$ cat config.mk
export PLATFORM = sky130hd
export DESIGN_NAME = param_sp_ram
export DESIGN_NICKNAME = d
export VERILOG_FILES = /design/src/rtl/ram_pkg.sv /design/src/rtl/ram_clear_seq.sv /design/src/rtl/param_sp_ram.sv
export SDC_FILE = /design/constraint.sdc
export NUM_CORES = 1
export LEC_CHECK = 0
export BUFFER_PORTS_ARGS = -buffer_cell sky130_fd_sc_hd__buf_2
export CORE_ASPECT_RATIO = 0.8
export CORE_MARGIN = 2
export CORE_UTILIZATION = 41
export DETAILED_ROUTE_END_ITERATION = 6
export PLACE_DENSITY = 0.72
export RECOVER_POWER = 25
export SETUP_SLACK_MARGIN = 0.02
export SLEW_MARGIN = 20
export SYNTH_ARGS = -nofsm -noshare
export SYNTH_HDL_FRONTEND = slang
export SYNTH_HIERARCHICAL = 1
export SYNTH_SLANG_ARGS = --single-unit
$ cat constraint.sdc
create_clock -name clk -period 1.9 [get_ports clk]
set_input_delay 0.19 -clock clk [delete_from_list [all_inputs] [get_ports clk]]
set_output_delay 0.19 -clock clk [all_outputs]
set_load 0.01 [all_outputs]
$ cat src/rtl/ram_pkg.sv
// Shared definitions for param_sp_ram: write-mode codes and the
// clear-sequencer state encoding.
package ram_pkg;

    // Synchronous-read behaviour on a write cycle
    localparam logic [1:0] MODE_RF = 2'b00;
    localparam logic [1:0] MODE_WF = 2'b01;
    localparam logic [1:0] MODE_NC = 2'b10;

    typedef enum logic {
        S_IDLE  = 1'b0,
        S_CLEAR = 1'b1
    } clr_state_e;

endpackage

$ cat src/rtl/ram_clear_seq.sv
// Clear sequencer: after reset, sweeps every address once so the top can
// write INIT_VAL there, then drops busy.
// Ports: clk, rst (sync, active-high) in; busy, clr_we, clr_addr out.
module ram_clear_seq #(
    parameter int AW = 4
) (
    input  logic          clk,
    input  logic          rst,
    output logic          busy,
    output logic          clr_we,
    output logic [AW-1:0] clr_addr
);
    import ram_pkg::*;

    localparam logic [AW-1:0] LAST = {AW{1'b1}};

    clr_state_e    state_q, state_d;
    logic [AW-1:0] ptr_q, ptr_d;

    always_ff @(posedge clk) begin
        if (rst) begin
            state_q <= S_CLEAR;
            ptr_q   <= '0;
        end else begin
            state_q <= state_d;
            ptr_q   <= ptr_d;
        end
    end

    always_comb begin
        state_d = state_q;
        ptr_d   = ptr_q;
        busy    = 1'b0;
        clr_we  = 1'b0;
        unique case (state_q)
            S_CLEAR: begin
                busy   = 1'b1;
                // No sweep write on a reset edge: the pointer restarts at 0
                clr_we = ~rst;
                ptr_d  = ptr_q + AW'(1);
                if (ptr_q == LAST)
                    state_d = S_IDLE;
            end
            S_IDLE: begin
                state_d = S_IDLE;
            end
        endcase
    end

    assign clr_addr = ptr_q;

endmodule

$ cat src/rtl/param_sp_ram.sv
// Parametrised single-port RAM with async read (spo), sync read (dout) with
// selectable write mode, optional output register and a post-reset clear.
// Ports: clk, rst, we, a, d, mode in; spo, dout, dout_valid, busy out.
module param_sp_ram #(
    parameter int          DW       = 8,
    parameter int          AW       = 4,
    parameter int          OUT_REG  = 0,
    parameter logic [DW-1:0] INIT_VAL = '0
) (
    input  logic          clk,
    input  logic          rst,
    input  logic          we,
    input  logic [AW-1:0] a,
    input  logic [DW-1:0] d,
    input  logic [1:0]    mode,
    output logic [DW-1:0] spo,
    output logic [DW-1:0] dout,
    output logic          dout_valid,
    output logic          busy
);
    import ram_pkg::*;

    localparam int DEPTH = 1 << AW;

    logic [DW-1:0] mem [DEPTH];

    logic          clr_we;
    logic [AW-1:0] clr_addr;

    logic          wr_en;
    logic [AW-1:0] wr_addr;
    logic [DW-1:0] wr_data;

    logic [DW-1:0] r1_q, r1_d;
    logic          v1_q;

    ram_clear_seq #(
        .AW(AW)
    ) u_clr (
        .clk     (clk),
        .rst     (rst),
        .busy    (busy),
        .clr_we  (clr_we),
        .clr_addr(clr_addr)
    );

    // The sweep owns the write port while busy; user writes are dropped
    always_comb begin
        wr_en   = we;
        wr_addr = a;
        wr_data = d;
        if (busy) begin
            wr_en   = clr_we;
            wr_addr = clr_addr;
            wr_data = INIT_VAL;
        end
    end

    always_ff @(posedge clk) begin
        if (wr_en)
            mem[wr_addr] <= wr_data;
    end

    assign spo = mem[a];

    always_comb begin
        r1_d = r1_q;
        if (!busy) begin
            if (!we) begin
                r1_d = mem[a];
            end else begin
                unique case (mode)
                    MODE_WF: r1_d = d;
                    MODE_NC: r1_d = r1_q;
                    default: r1_d = mem[a];
                endcase
            end
        end
    end

    always_ff @(posedge clk) begin
        if (rst) begin
            r1_q <= '0;
            v1_q <= 1'b0;
        end else begin
            r1_q <= r1_d;
            v1_q <= ~busy;
        end
    end

    if (OUT_REG != 0) begin : g_oreg
        logic [DW-1:0] r2_q;
        logic          v2_q;

        always_ff @(posedge clk) begin
            if (rst) begin
                r2_q <= '0;
                v2_q <= 1'b0;
            end else begin
                r2_q <= r1_q;
                v2_q <= v1_q;
            end
        end

        assign dout       = r2_q;
        assign dout_valid = v2_q;
    end else begin : g_noreg
        assign dout       = r1_q;
        assign dout_valid = v1_q;
    end

endmodule

---- Word level (Yosys, flattened, before mapping) ----
Memories as Yosys holds them, arrays and structs flattened.
Cells that the tools add are included.
word-level totals
  memories ................................ 1
  memory bits (writable) .................. 128
  flip-flop bits (word level) ............. 14
  input bits .............................. 17
  output and inout port bits .............. 18
memories
  memory  depth  bits a word  rd ports  clocked after memory_dff  write ports  line                text
  mem     16     8            1         0                         1            param_sp_ram.sv:25  logic [DW-1:0] mem [DEPTH];
cells by class
  bitwise operators ....................... 3
  equality and inequality tests ........... 4
  mux-type cells .......................... 11
  reduce and logical (&&, ||, !) cells .... 1
  add/sub/neg operators ................... 1
operator list
  kind                                                                    count
  8-bit two-way mux                                                       2
  8-bit one-hot mux with 2 select lines                                   1
  1-bit two-way mux                                                       6
  4-bit by 1-bit adder with 4-bit output (second input constant)          1
  4-bit equality test (second input constant)                             1
  4-bit two-way mux                                                       1
  1-bit inverter                                                          3
  2-bit by 1-bit equality test with 1-bit output (second input constant)  1
  2-bit equality test (second input constant)                             1
  2-bit != test (second input constant)                                   1
  1-bit one-hot mux with 2 select lines                                   1
  2-bit AND reduction                                                     1

---- Longest topological paths before layout ----
Gate-level depths: netlist of the first run.
  depth after elaboration ................. 5
  gate-level depth with buffers ........... 6
  mapped depth without buffers ............ 5

---- Cells and area by module ----
Netlist of the first run, hierarchy kept.
by module, submodules not included
  module         area an instance (sq um)  seq. area each (sq um)  cells each  times used
  param_sp_ram   5,551.6                   4,023.9                 278         1
  ram_clear_seq  239.0                     100.1                   21          1

---- Least setup slack after synthesis of the first run ----
No wires, ideal clock.
  kind .................................... reg2reg
  start ................................... reg u_clr.state_q
  end ..................................... mem mem[5][0], enable pin
  arrival ................................. 1.589 ns
  path buffers ............................ 2
  setup slack ............................. -0.059 ns
  library setup time ...................... 0.370 ns
  cell stages (with the launch flop) ...... 6
  path through ............................ dfxtp_1 > buf_6 > clkbuf_1 > mux2i_1 > nand2_1 > nor2_1
between the ends
  longest elaborated chain between the ends .. 4
  elaborated cells between the ends (all ways) .. 6
RTL lines
  element                                  line                 text
  start: declaration                       ram_clear_seq.sv:17  clr_state_e state_q, state_d;
  start signal: assignment                 ram_clear_seq.sv:25  state_q <= state_d;
  1-bit two-way mux                        ram_clear_seq.sv:35  unique case (state_q)
  1-bit two-way mux                        param_sp_ram.sv:52   if (busy) begin
  1-bit two-way mux                        param_sp_ram.sv:60   if (wr_en)
  1-bit two-way mux (implied by the code)  param_sp_ram.sv:61   mem[wr_addr] <= wr_data;
  end: declaration                         param_sp_ram.sv:25
Parallel ways exist; a longest one is shown, timed or not.

---- Final worst setup path of the first run ----
  start ................................... mem mem[11][7]
  end ..................................... out spo[7]
between the ends
  longest elaborated chain between the ends .. 1
RTL lines
  element                 line                text
  memory read 16 x 8 bit  --
  end: declaration        param_sp_ram.sv:16  output logic [DW-1:0] spo,
Every way passes these cells.

==> out/qor.txt, run 1 <==
status - finished, violations left
failing checks - negative setup slack
Die W - 136.9 µm
total leakage power - 2.423 nW
CP Launch Type - flop
Min-Delay Endpoint - u_clr/clr_addr[2]
first-pass GRT wire length - 19020 µm
WP data required - 1.71 ns
Flop pwr share - 49.0%
input/output buffers - 34
setup violators final - 8
EDFF count, synth - 128
DR WL/cell - 22.89 µm
fmax - 499.3 MHz
Setup Skew - 0.008542 ns
clock slew at reported path FFs - 0.06 ns
HP Class - in -> reg
commonest non-fill, non-tap cell in the layout - edfxtp_1
fraction of layout cells with a size suffix above 1 - 37.40%
sequential area share after synthesis - 71.22%
Crit. End Element - output port
synthesis-stage register bit count - 142
Mapped Cells - 299
Clk Latency, worst-skew pair - 0.42 ns
MaxCap Viol Count - 0
Avg Inst Size Synth - 19.37 µm²
Longest Clk Path Bufs - 2
Power Dens Cells - 990.7 nW/µm²
CP Cell Sequence - mux4_2, mux2i_4, mux2i_1, buf_2
Synth warnings - 6
initial cell density of the core - 42.29%
critical path class - reg -> out
vias in the first global route - 3236
CP Max Fanout - 2
clock network fraction of total power - 44.9%
Synth Cell Area - 5791 µm²
Worst VDD drop - 0.5838 mV
slowest stage cell, crit path - mux4_2
Placer Congestion - 0.8138
Remaining DRCs - 0
Final Critical Period - 2.003 ns
Hold Path Origin - rst
root buffer cell - clkbuf_16
syn_nets - 317
Min Hold Slack - 0.05629 ns
Buf/Inv on CP - 1
most frequent cells in the layout - edfxtp_1, mux4_2, buf_4, buf_2
worst reg2reg path depth - 4
unrepaired setup endpoints after global routing - yes
Pins Over Slew Limit - 0
Yosys cell types - 36
combinational cell fraction of total power - 6.0%
Final #Nets - 390
via count - 3245
Post-synth top flop - edfxtp_1
row count - 38
placed wire-length estimate - 8360 µm
Slowest Stage Delay on Critical Path - 0.53 ns
TritonCTS clock tree - done
Rel. slew slack - 23.29%
Core Area - 13690 µm²
Hold Path Depth - 2
Fillers - 1091
R2R setup slack - 0.02 ns
r2r startpoint - u_clr/state_q
R2R Path End - dout[1]
final setup margin - -0.1030 ns
number of levels in the clock H-tree - 4
Iter 0 DRT Violations - 412
largest net degree at the start of global routing - 25
Via density - 5.743
delay-heaviest family, CP - multiplexers
sw frac - 20.95%
GR Util All Layers - 18.17%
Final Cycle Share - 105.4%
Num CTS Buffers - 17
Fin. Hold Viols - 0
Final ANT Viol Nets - 0
die area - 15100 µm²
Worst Setup SP - mem[11][7]
Util after Layout - 51.39%
Int Pwr - 5.511 mW
DRT Pass-1 Iters - 4
clk sinks - 142
final wirelength - 12930 µm
Tightest Pin Transition - 1.148 ns
ANT cells - 0
area grow syn2layout - 21.52%
ys async rst share - 0%
grt total ovfl - 0
die height - 110.3 µm
Sw Pwr - 1.461 mW
IO Pins - 35
Critical Path AT - 1.81 ns
initial antenna violation count - 0
-- synthesized netlist by cell type, types with 3 or more instances --
| cell type | number | area [µm²] |
|---|---|---|
| a221oi_1 | 8 | 70.07 |
| mux4_2 | 28 | 630.6 |
| nor2_1 | 22 | 82.58 |
| nand2_1 | 6 | 22.52 |
| dfxtp_1 | 14 | 280.3 |
| nand3_1 | 3 | 15.01 |
| edfxtp_1 | 128 | 3844 |
| nor2b_1 | 10 | 62.56 |
| buf_2 | 5 | 25.02 |
| buf_6 | 4 | 45.04 |
| o221ai_1 | 8 | 70.07 |
| clkbuf_1 | 3 | 11.26 |
| mux4_1 | 4 | 105.1 |
| mux2i_1 | 26 | 260.3 |
| inv_1 | 4 | 15.01 |
-- stage by stage --
stage	TNS (ns)	area, µm²	total power, mW	instances	setup WS (ns)
4_1_cts	-0.6990	6977	7.009	563	-0.1176
3_3_place_gp	0	6340	3.853	529	0.01382
6_report	-0.5765	7037	6.972	565	-0.1030
5_1_grt	-3.118	7037	7.172	565	-0.1384
2_1_floorplan	-3.094	5803	3.721	299	-0.05948
3_5_place_dp	-0.04631	6350	3.865	529	-0.03451
-- cell type report --
type | instances | area, µm² | share of cell area (%)
flip-flops and latches | 142 | 4124 | 58.61
multi-input cells | 137 | 1634 | 23.22
repair buffers | 69 | 476.7 | 6.775
clock buffers | 20 | 436.7 | 6.206
well taps | 180 | 225.2 | 3.201
clock inverters | 12 | 121.4 | 1.725
inverters | 5 | 18.77 | 0.2667
-- registers in the layout (all words and copies together) (netlist names) --
signal / cells
mem: 128
u_clr/clr_addr: 4
u_clr/state_q: 1
dout_valid: 1
dout: 8
-- worst max path at each step --
stage	endpoint	slack [ns]	cells after the start
floorplan	mem[5][0]	-0.06	5
global placement	spo[2]	0.01	6
detailed placement	spo[7]	-0.03	6
CTS	spo[1]	-0.12	5
global route	spo[1]	-0.14	5
finish	spo[7]	-0.10	4
-- repair_timing --
item	in CTS	in global routing
setup endpoints to repair	8	121
endpoints found under the hold margin	0	0
hold buffers	0	0
gates resized for setup	11	8
buffers inserted	2	1
cloned	0	1
pin swaps	0	1
-- power by group through the flow --
stage	clock (mW)	sequential [mW]	combinational, mW
floorplan	0	3.48	0.243
global placement	0	3.48	0.371
detailed placement	0	3.48	0.381
CTS	3.18	3.42	0.410
global route	3.31	3.42	0.444
finish	3.13	3.42	0.419
-- routing by layer --
| metal | wire (µm) | share of wire (%) | track usage (%) |
|---|---|---|---|
| met5 | 0 | 0 | 0 |
| met3 | 1284 | 9.9 | 5.441 |
| met4 | 180 | 1.4 | 6.627 |
| met1 | 5503 | 43 | 25.41 |
| met2 | 5963 | 46 | 27.21 |
-- kinds of logic after synthesis --
group                    synth area share (%)
adder cells (fa/ha/maj)                0.2160
AO/OA/AOI/OAI                           4.019
buffers and inverters                   2.549
flip-flops                              71.22
AND/OR/NAND/NOR                         4.040
multiplexers                            17.65
XOR/XNOR                               0.3026
(Power assumes the default switching activity.)
==> run 2, diff against run 1 <==
--- a/config.mk
+++ b/config.mk
@@ -7,2 +7,3 @@
 export LEC_CHECK = 0
+export ABC_AREA = 0
 export BUFFER_PORTS_ARGS = -buffer_cell sky130_fd_sc_hd__buf_2
@@ -10,5 +11,5 @@
 export CORE_MARGIN = 2
-export CORE_UTILIZATION = 41
+export CORE_UTILIZATION = 30
 export DETAILED_ROUTE_END_ITERATION = 6
-export PLACE_DENSITY = 0.72
+export PLACE_DENSITY = 0.59
 export RECOVER_POWER = 25
--- a/constraint.sdc
+++ b/constraint.sdc
@@ -3,2 +3,2 @@
 set_output_delay 0.19 -clock clk [all_outputs]
-set_load 0.01 [all_outputs]
+set_load 0.1 [all_outputs]
==> run 2 against run 1 <==
Against the previous run:
- the flow still finishes with violations (negative setup slack)
- flip-flop and latch count unchanged
- global-route usage shrank 4.6 points
- count of clock-buffer cells in the layout grew 1
- first-iteration DRC count down 16%
- wire length down 0.73%
- critical path depth up 1
- worst setup slack got worse by 0.075 ns
- die area grew 35%
- combinational power grew 75%
- power increased by 7.0%
- clock power grew 6%
- critical path type unchanged
==> out/qor.txt, run 2 (same netlist as run 1, synthesis figures left out) <==
status - finished, violations left
CP Launch Type - flop
Iter 0 DRT Violations - 345
IO Pins - 35
worst reg2reg path depth - 2
final wirelength - 12840 µm
Remaining DRCs - 0
Sw Pwr - 1.567 mW
Fin. Hold Viols - 0
Fillers - 1693
sw frac - 21.00%
total leakage power - 2.686 nW
Setup Skew - 0.005423 ns
Worst Setup SP - mem[14][7]
critical path class - reg -> out
die height - 128.3 µm
Tightest Pin Transition - 1.074 ns
TritonCTS clock tree - done
r2r startpoint - u_clr/state_q
WP data required - 1.71 ns
Power Dens Cells - 967.8 nW/µm²
Flop pwr share - 45.9%
commonest non-fill, non-tap cell in the layout - edfxtp_1
Hold Path Origin - rst
input/output buffers - 34
most frequent cells in the layout - edfxtp_1, buf_4, mux4_2, buf_2, clkbuf_16
clk sinks - 142
vias in the first global route - 3485
clock slew at reported path FFs - 0.05 ns
Min-Delay Endpoint - dout_valid
fraction of layout cells with a size suffix above 1 - 49.76%
setup TNS - -1.105 ns
unrepaired setup endpoints after global routing - yes
Worst VDD drop - 0.5972 mV
grt total ovfl - 0
GR Util All Layers - 13.59%
Final ANT Viol Nets - 0
Biggest register - mem
row count - 45
area grow syn2layout - 33.15%
HP Class - in -> reg
CTS Hold Bufs - 0
clock network fraction of total power - 44.3%
initial antenna violation count - 0
root buffer cell - clkbuf_16
Placer Congestion - 0.7778
via count - 3198
fmax - 481.3 MHz
Pins Over Slew Limit - 0
Num CTS Buffers - 17
Final Cycle Share - 109.4%
largest net degree at the start of global routing - 18
DR WL/cell - 18.88 µm
Clk Latency, worst-skew pair - 0.41 ns
Longest Clk Path Bufs - 2
Rel. slew slack - 28.24%
Post-Layout Cell Count - 680
initial cell density of the core - 30.52%
ANT cells - 0
Int Pwr - 5.895 mW
Pwr Total - 7.461 mW
placed wire-length estimate - 8991 µm
CP Max Fanout - 2
number of levels in the clock H-tree - 4
CP Cell Sequence - mux4_2, mux2i_2, buf_4, mux2i_4, buf_12
combinational cell fraction of total power - 9.8%
die area - 20440 µm²
placed insts - 633
first-pass GRT wire length - 20370 µm
Via density - 4.703
R2R setup slack - 0.10 ns
failing checks - negative setup slack
Final Critical Period - 2.078 ns
Crit. End Element - output port
Slowest Stage Delay on Critical Path - 0.50 ns
Hold Path Depth - 2
DRT Pass-1 Iters - 4
slowest stage cell, crit path - mux4_2
number of flip-flops in the largest register - 128
R2R Path End - mem[6][3]
Final #Nets - 428
Critical Path AT - 1.89 ns
Min Hold Slack - 0.05462 ns
Die W - 159.3 µm
setup violators final - 9
MaxCap Viol Count - 0
Core Area - 18970 µm²
final setup margin - -0.1778 ns
## run 2: final cells by class
cell class,instances,area [µm²],area share [%]
multi-input combinational,137,1733,22.48
clock buffer,21,440.4,5.712
tap,258,322.8,4.187
sequential,142,4128,53.54
inverter,5,18.77,0.2434
clock inverter,10,145.1,1.883
timing repair buffer,107,922.1,11.96
## run 2: through the flow
step	area, µm²	worst slack, ns	util, %
5_1_grt	7710	-0.2520	40.63
6_report	7710	-0.1778	40.63
3_5_place_dp	6807	-0.1767	35.87
3_3_place_gp	6807	-0.1814	35.87
4_1_cts	7664	-0.2075	40.39
2_1_floorplan	5901	-0.2081	-
## run 2: worst max path at each step
stage / cells past startpoint / slack [ns] / endpoint
floorplan: 3 / -0.21 / spo[0]
global placement: 7 / -0.18 / spo[7]
detailed placement: 7 / -0.18 / spo[7]
CTS: 5 / -0.21 / spo[7]
global route: 5 / -0.25 / spo[4]
finish: 5 / -0.18 / spo[7]
## run 2: critical path: cells and delay by family (launching register included)
kind / cells / cell delay, ns
multiplexers: 3 / 0.77
flip-flops: 1 / 0.36
buffers and inverters: 2 / 0.34
## run 2: timing repair
action,CTS,global route
pin swaps,1,2
endpoints found under the setup margin,8,48
gates resized for setup,40,8
setup buffers,16,4
## run 2: layer usage
metal	part of all wire, %	up-vias	track usage, %
met2	48	76	21.97
met3	5.0	13	3.947
met1	46	1638	17.96
met5	0	-	0
met4	1.0	0	3.957
li1	-	1471	-
## run 2: power by group through the flow
| stage | Combinational (mW) | Sequential (mW) | Clock [mW] |
|---|---|---|---|
| 6_report | 0.734 | 3.42 | 3.31 |
| 5_1_grt | 0.776 | 3.42 | 3.53 |
| 4_1_cts | 0.735 | 3.42 | 3.39 |
| 3_5_place_dp | 0.615 | 3.48 | 0 |
| 3_3_place_gp | 0.612 | 3.48 | 0 |
| 2_1_floorplan | 0.412 | 3.48 | 0 |
